[config.mk]
export PLATFORM = sky130hd
export DESIGN_NAME = reg_write_scheduler
export DESIGN_NICKNAME = d
export VERILOG_FILES = /design/src/rtl/reg_write_scheduler.sv
export SDC_FILE = /design/constraint.sdc
export NUM_CORES = 1
export LEC_CHECK = 0
export BUFFER_PORTS_ARGS = -buffer_cell sky130_fd_sc_hd__buf_2
export CELL_PAD_IN_SITES_DETAIL_PLACEMENT = 1
export CELL_PAD_IN_SITES_GLOBAL_PLACEMENT = 2
export CORE_AREA = 2 2 124 102
export DETAILED_ROUTE_END_ITERATION = 8
export DIE_AREA = 0 0 126 104
export PLACE_DENSITY_LB_ADDON = 0.15
export SYNTH_ARGS = -nofsm -noshare
export SYNTH_HDL_FRONTEND = slang
export SYNTH_SLANG_ARGS = --single-unit
[constraint.sdc]
create_clock -name clk -period 1.6 [get_ports clk]
set_input_delay 0.08 -clock clk [delete_from_list [all_inputs] [get_ports clk]]
set_output_delay 0.08 -clock clk [all_outputs]
set_load 0.02 [all_outputs]
[src/rtl/reg_write_scheduler.sv]
// reg_write_scheduler: owns the single register-file write port. It arbitrates
// between ALU writeback and load return (round-robin on contention) and
// sequences a clear that zeroes registers 0..CLR_LAST, one per cycle.
//
// Handshake: a transfer happens in any cycle where valid=1 and ready=1. A
// requester holds reg/data/mov stable while valid=1 and ready=0. ready is
// combinational from FSM state and arbitration, and is never high for both
// requesters in the same cycle.
module reg_write_scheduler #(
  parameter int DATA_W   = 32,
  parameter int ADDR_W   = 4,
  parameter int ZERO_REG = 14,
  parameter int CLR_LAST = 13
) (
  input  logic              clk,
  input  logic              rst,
  input  logic              alu_valid,
  output logic              alu_ready,
  input  logic [ADDR_W-1:0] alu_reg,
  input  logic [DATA_W-1:0] alu_data,
  input  logic [1:0]        alu_mov,
  input  logic              mem_valid,
  output logic              mem_ready,
  input  logic [ADDR_W-1:0] mem_reg,
  input  logic [DATA_W-1:0] mem_data,
  input  logic              clr_start,
  output logic              clr_busy,
  output logic              clr_done,
  output logic              wr_en,
  output logic [ADDR_W-1:0] wr_reg,
  output logic [DATA_W-1:0] wr_data,
  output logic [1:0]        wr_mov,
  output logic              zero_wr_err,
  output logic              state_dbg
);

  typedef enum logic {
    IDLE  = 1'b0,
    CLEAR = 1'b1
  } state_t;

  localparam logic [ADDR_W-1:0] ZERO_IDX = ADDR_W'(ZERO_REG);
  // The counter runs one past CLR_LAST: that extra CLEAR cycle is the one in
  // which the final write is visible, so requesters stay blocked through it.
  localparam logic [ADDR_W-1:0] CLR_END  = ADDR_W'(CLR_LAST + 1);

  state_t            state, state_nx;
  logic [ADDR_W-1:0] cnt, cnt_nx;
  logic              pri_mem, pri_mem_nx;  // 1: MEM wins the next tie
  logic              alu_go, mem_go;

  assign clr_busy  = (state == CLEAR);
  assign state_dbg = logic'(state);

  // Next-state, clear counter, arbitration and ready generation.
  always_comb begin
    state_nx   = state;
    cnt_nx     = cnt;
    pri_mem_nx = pri_mem;
    alu_ready  = 1'b0;
    mem_ready  = 1'b0;
    case (state)
      IDLE: begin
        if (clr_start) begin
          state_nx = CLEAR;
          cnt_nx   = '0;
        end else if (alu_valid && (!mem_valid || !pri_mem)) begin
          alu_ready = 1'b1;
        end else if (mem_valid) begin
          mem_ready = 1'b1;
        end
      end
      CLEAR: begin
        if (cnt == CLR_END) begin
          state_nx = IDLE;
          cnt_nx   = '0;
        end else begin
          cnt_nx = cnt + 1'b1;
        end
      end
      default: state_nx = IDLE;
    endcase
    if (!rst) begin
      alu_ready = 1'b0;
      mem_ready = 1'b0;
    end
    alu_go = alu_valid && alu_ready;
    mem_go = mem_valid && mem_ready;
    if (alu_go) pri_mem_nx = 1'b1;
    if (mem_go) pri_mem_nx = 1'b0;
  end

  // State register and the single write-port output register.
  always_ff @(posedge clk) begin
    if (!rst) begin
      state       <= IDLE;
      cnt         <= '0;
      pri_mem     <= 1'b0;
      wr_en       <= 1'b0;
      wr_reg      <= '0;
      wr_data     <= '0;
      wr_mov      <= '0;
      clr_done    <= 1'b0;
      zero_wr_err <= 1'b0;
    end else begin
      state       <= state_nx;
      cnt         <= cnt_nx;
      pri_mem     <= pri_mem_nx;
      wr_en       <= 1'b0;
      clr_done    <= 1'b0;
      zero_wr_err <= 1'b0;
      if (state == CLEAR) begin
        if (cnt == CLR_END) begin
          clr_done <= 1'b1;
        end else begin
          wr_en   <= 1'b1;
          wr_reg  <= cnt;
          wr_data <= '0;
          wr_mov  <= '0;
        end
      end else if (alu_go) begin
        if (alu_reg == ZERO_IDX) begin
          zero_wr_err <= 1'b1;
        end else begin
          wr_en   <= 1'b1;
          wr_reg  <= alu_reg;
          wr_data <= alu_data;
          wr_mov  <= alu_mov;
        end
      end else if (mem_go) begin
        if (mem_reg == ZERO_IDX) begin
          zero_wr_err <= 1'b1;
        end else begin
          wr_en   <= 1'b1;
          wr_reg  <= mem_reg;
          wr_data <= mem_data;
          wr_mov  <= '0;
        end
      end
    end
  end

endmodule
-- Yosys cells after proc, flatten, opt, wreduce, memory -nomap -nowiden
Index checks and enable logic that the tools add are counted.
- register bits after elaboration: 47
- bits in latches: 0
- memory bits (writable): 0
- memory bits (read-only): 0
- memories kept: 0
- $add $sub $neg: 1
- multiply operators: 0
- div/mod/pow operators: 0
- order comparisons: 0
- eq/ne operators: 7
- shifts and indexed selects: 0
- mux-type cells: 43
- bitwise logic cells: 2
- reduce and logical (&&, ||, !) cells: 11
- operators with widths (kind ; count):
    32-bit two-way mux ; 6
    4-bit two-way mux ; 8
    1-bit two-way mux ; 21
    4-bit == test, second input constant ; 3
    2-bit two-way mux ; 6
    4-bit case mux with 2 select lines ; 1
    3-bit inequality test, second input constant ; 2
    4-bit by 1-bit adder with 4-bit output, second input constant ; 1
    2-bit inequality test, second input constant ; 2
    4-bit AND reduction ; 1
    2-bit OR reduction ; 2
    1-bit logical AND ; 3
    3-bit nonzero test ; 1
    1-bit logical NOT ; 2
    1-bit inverter ; 2
    1-bit case mux with 2 select lines ; 1
    2-bit AND reduction ; 1
    1-bit logical OR ; 1

-- Longest topological paths before layout
- depth after elaboration: 11
- gate-level depth with buffers: 7

-- Worst setup path after synthesis
No wires, ideal clock.
- path kind: register to register
- from: register state (netlist: clr_busy)
- to: register wr_data[0]
- arrival: 1.711 ns
- required time: 1.528 ns
- slack: -0.183 ns
- cell stages (with the launch flop): 8
- cell sequence: dfxtp_1 -> nor3b_4 -> nand2_2 -> inv_2 -> o311ai_2 -> buf_6 -> buf_6 -> mux2i_1
- word-level cells in the longest chain between the ends: 5
- elaborated cells on any way between the ends: 13
- classes of those cells: eq/ne (3); mux (6); reduce/logical (4)
- ends and longest elaborated chain (item ; RTL line ; RTL):
    from (decl) ; 47 ; state_t state, state_nx;
    from (signal assigned) ; 106 ; state <= state_nx;
    1-bit two-way mux * ; 62 ; case (state)
    1-bit two-way mux * ; 83 ; if (!rst) begin
    net alu_ready ; 18 ; output logic alu_ready,
    1-bit logical AND * ; 87 ; alu_go = alu_valid && alu_ready;
    3-bit inequality test (no line), or another cell as far along ; -- ;
    4-bit AND reduction (no line) or 32-bit two-way mux (tied branches) ; -- ;
    to (signal assigned) ; 127 ; wr_data <= alu_data;
    to (signal assigned) ; 136 ; wr_data <= mem_data;
    to (decl) ; 31 ; output logic [DATA_W-1:0] wr_data,
Mark *: on every way through the listed nets, which the timed path passes. The rest lies on a longest branch.
A chain may end at the register's enable or synchronous reset.

-- Worst setup path in the final report
- from: register state (netlist: clr_busy)
- to: register wr_data[14]
- word-level cells in the longest chain between the ends: 5
- elaborated cells on any way between the ends: 13
- classes of those cells: eq/ne (3); mux (6); reduce/logical (4)
- ends and longest elaborated chain (item ; RTL line):
    1-bit two-way mux ; 62
    1-bit two-way mux ; 83
    1-bit logical AND, on equally long branches ; 87, 88
    3-bit inequality test (no line), or another cell as far along ; --
    4-bit AND reduction (no line) or 32-bit two-way mux (tied branches) ; --
Parallel ways exist; a longest one is shown, timed or not.

==> impl_results.md <==
- Outcome: completed
- Yosys top cell area share: 0.370
- Core area: 11900 um^2
- Die Height: 104 um
- Post-Syn Area: 2540 um^2
- Vias: 2728
- Global route overflow: 0
- Sequential area share after synthesis: 0.370
- Htree depth: 2
- Initial antenna violation count: 0
- Antenna cells: 0
- Syn nets: 389
- Max reg flops: 32
- First-pass GRT wire length: 15400 um
- Final Hold Fails: 0
- Tightest Pin Transition: 0.518 ns
- All-Layer GR Usage: 0.145
- Final period util: 0.989
- Hold slack final: 0.0292 ns
- Port bufs: 123
- Critical path peak fanout: 6
- RSZ-0062 raised after global routing: yes
- Final period demand of the worst path: 1.58 ns
- Dominant synthesized flop cell: dfxtp_1
- Worst Setup End Kind: flop
- Remaining antenna violation count: 0
- Skew final: 0.00503 ns
- CTS Buf Count: 5
- # DRC: 0
- CTS root buf: clkbuf_16
- Maximum clock rate: 632 MHz
- Critical Path Source: clr_busy
- Die area: 13100 um^2
- Clk slew on worst S/H paths: 0.07 ns
- CTS Sinks: 47
- Hold Path Class: input port to flop
- Final Max Slew Viols: 0
- GPL Wtd Cong: 0.752
- P per Cell Area: 908 nW/um^2
- Maximum VDD drop: 0.431 mV
- Yosys warning count: 0
- Fin util: 0.316
- CTS tree: built
- Row cnt: 36
- Worst Path Required: 1.82 ns
- Nets: 519
- Max-cap violations: 0
- Drt first pass iters: 4
- Post-synthesis cell count: 308
- Vias in the first global route: 2899
- Synth area leaders: dfxtp_1, mux2i_1, a21o_1, nand3_1, o21ai_0
- Drt total wl: 9950 um
- Vias per cell: 4.62
- R2R depth: 8
- End of the worst register-to-register path: wr_data[14]
- I/O Pins: 124
- Die X: 126 um
- Starting Density: 0.214
- Pleak: 0.00184 uW
- Worst setup path endpoint: wr_data[14]
- Setup violations, final: 0
- Initial DRC count: 66
- Area leader, netlist: dfxtp_1
- Largest buffer count on any clock path: 2
- CP Class: flop to flop
- Largest net degree at the start of global routing: 48
- CP Launch Type: flop
- R2R Setup Slk: 0.02 ns
- FF-to-FF Start: clr_busy
- Post-Syn Area per Cell: 8.26 um^2
- Yosys reg bits: 47
- Post-synth cell types: 37
- Asr flop ratio synth: 0
- Share of cells above drive strength 1: 0.399
- Clock Latency Late Sink: 0.29 ns
- Crit path DAT: 1.80 ns
- Wire length per cell: 16.8 um
- Dpl hpwl: 7030 um
- Area growth syn-to-layout: 47.6%
- Max transition margin: 0.655
- EDFF count, synth: 0
- Hold Buf Count CTS: 0
-- where the power goes --
group          switching [uW]  internal [uW]  leakage, uW
clock                     485            675    0.0000820
sequential               62.1           1280     0.000388
combinational             514            399      0.00137
-- critical path, cell delays in order (launching register included) --
cell and delay, ns:
dfxtp_4 0.39, nor3b_4 0.06, buf_6 0.13, nand2_4 0.07, inv_6 0.04, o311ai_4 0.28, buf_6 0.20, clkbuf_16 0.16
mux2i_1 0.17
-- synth_stat cells, drive strengths merged (2+ instances only) --
master	count
nor3b	3
nor2	7
dfxtp	47
clkbuf	22
nand3	37
buf	6
inv	5
mux2i	38
o21ai	38
o31ai	2
nand2	48
a21o	32
ha	2
o2111ai	4
nand2b	2
-- area by class of cell --
type / instances / area, um^2
Sequential cell: 47 / 946
Inverter: 5 / 23.8
Clock buffer: 6 / 150
Tap cell: 152 / 190
Timing Repair Buffer: 151 / 912
Clock inverter: 2 / 13.8
Multi-Input combinational cell: 228 / 1520
Fill cell: 1467 / 8130
-- logic make-up (layout without fill, tap and decap cells) --
| logic type | after synthesis | count (layout) | share of synthesized area |
|---|---|---|---|
| AND/OR/NAND/NOR | 104 | 104 | 0.196 |
| AO/OA/AOI/OAI | 84 | 84 | 0.216 |
| flip-flops | 47 | 47 | 0.370 |
| multiplexers | 38 | 38 | 0.149 |
| buffers and inverters | 33 | 164 | 0.0595 |
| adder cells (fa/ha/maj) | 2 | 2 | 0.00983 |
-- what timing repair did --
action	CTS	global route
gates cloned	0	3
buffers inserted	0	5
pin swaps	0	3
gates resized for setup	3	16
setup endpoints to repair	8	39
-- per-layer routing --
| metal | up-vias | global-route usage | share of wire |
|---|---|---|---|
| met5 | - | 0 | 0 |
| met4 | 0 | 0.0283 | 0.0070 |
| met3 | 7 | 0.0386 | 0.054 |
| met2 | 59 | 0.236 | 0.46 |
| met1 | 1315 | 0.195 | 0.48 |
| li1 | 1347 | - | - |
-- cells in the final DEF, fill, tap and decap left out, types with 2 or more instances in the layout --
master / instances
buf_12: 3
mux2i_1: 38
nand3_1: 36
a21o_1: 32
nand2_1: 47
buf_2: 122
buf_4: 21
clkbuf_16: 8
nand2b_1: 2
buf_6: 3
nor2_1: 6
o31ai_1: 2
o2111ai_1: 4
inv_1: 3
dfxtp_1: 45
o21ai_0: 36
o21ai_1: 2
-- worst min-delay path by stage --
stage	from	end	slack, ns	cells after the start
5_1_grt	alu_mov[1]	wr_mov[1]	0.05	3
2_1_floorplan	alu_mov[0]	wr_mov[0]	0.22	2
4_1_cts	alu_mov[1]	wr_mov[1]	0.02	3
3_3_place_gp	alu_mov[1]	wr_mov[1]	0.33	3
3_5_place_dp	alu_mov[1]	wr_mov[1]	0.34	3
6_report	alu_mov[1]	wr_mov[1]	0.03	3
-- per-stage QoR --
| step | total power [uW] | setup slack (ns) | cell area (um^2) | TNS [ns] | std cells |
|---|---|---|---|---|---|
| after detailed placement | 2220 | -0.0261 | 3420 | -0.0559 | 575 |
| after global placement | 2210 | 0.0418 | 3420 | 0 | 575 |
| after CTS | 3410 | 0.000339 | 3600 | 0 | 583 |
| after global routing | 3600 | -0.0701 | 3760 | -0.976 | 591 |
| after floorplan | 1870 | -0.0302 | 2570 | -0.530 | 308 |
| final | 3410 | 0.0175 | 3760 | 0 | 591 |
No activity file was read; power rests on OpenSTA's default activity.
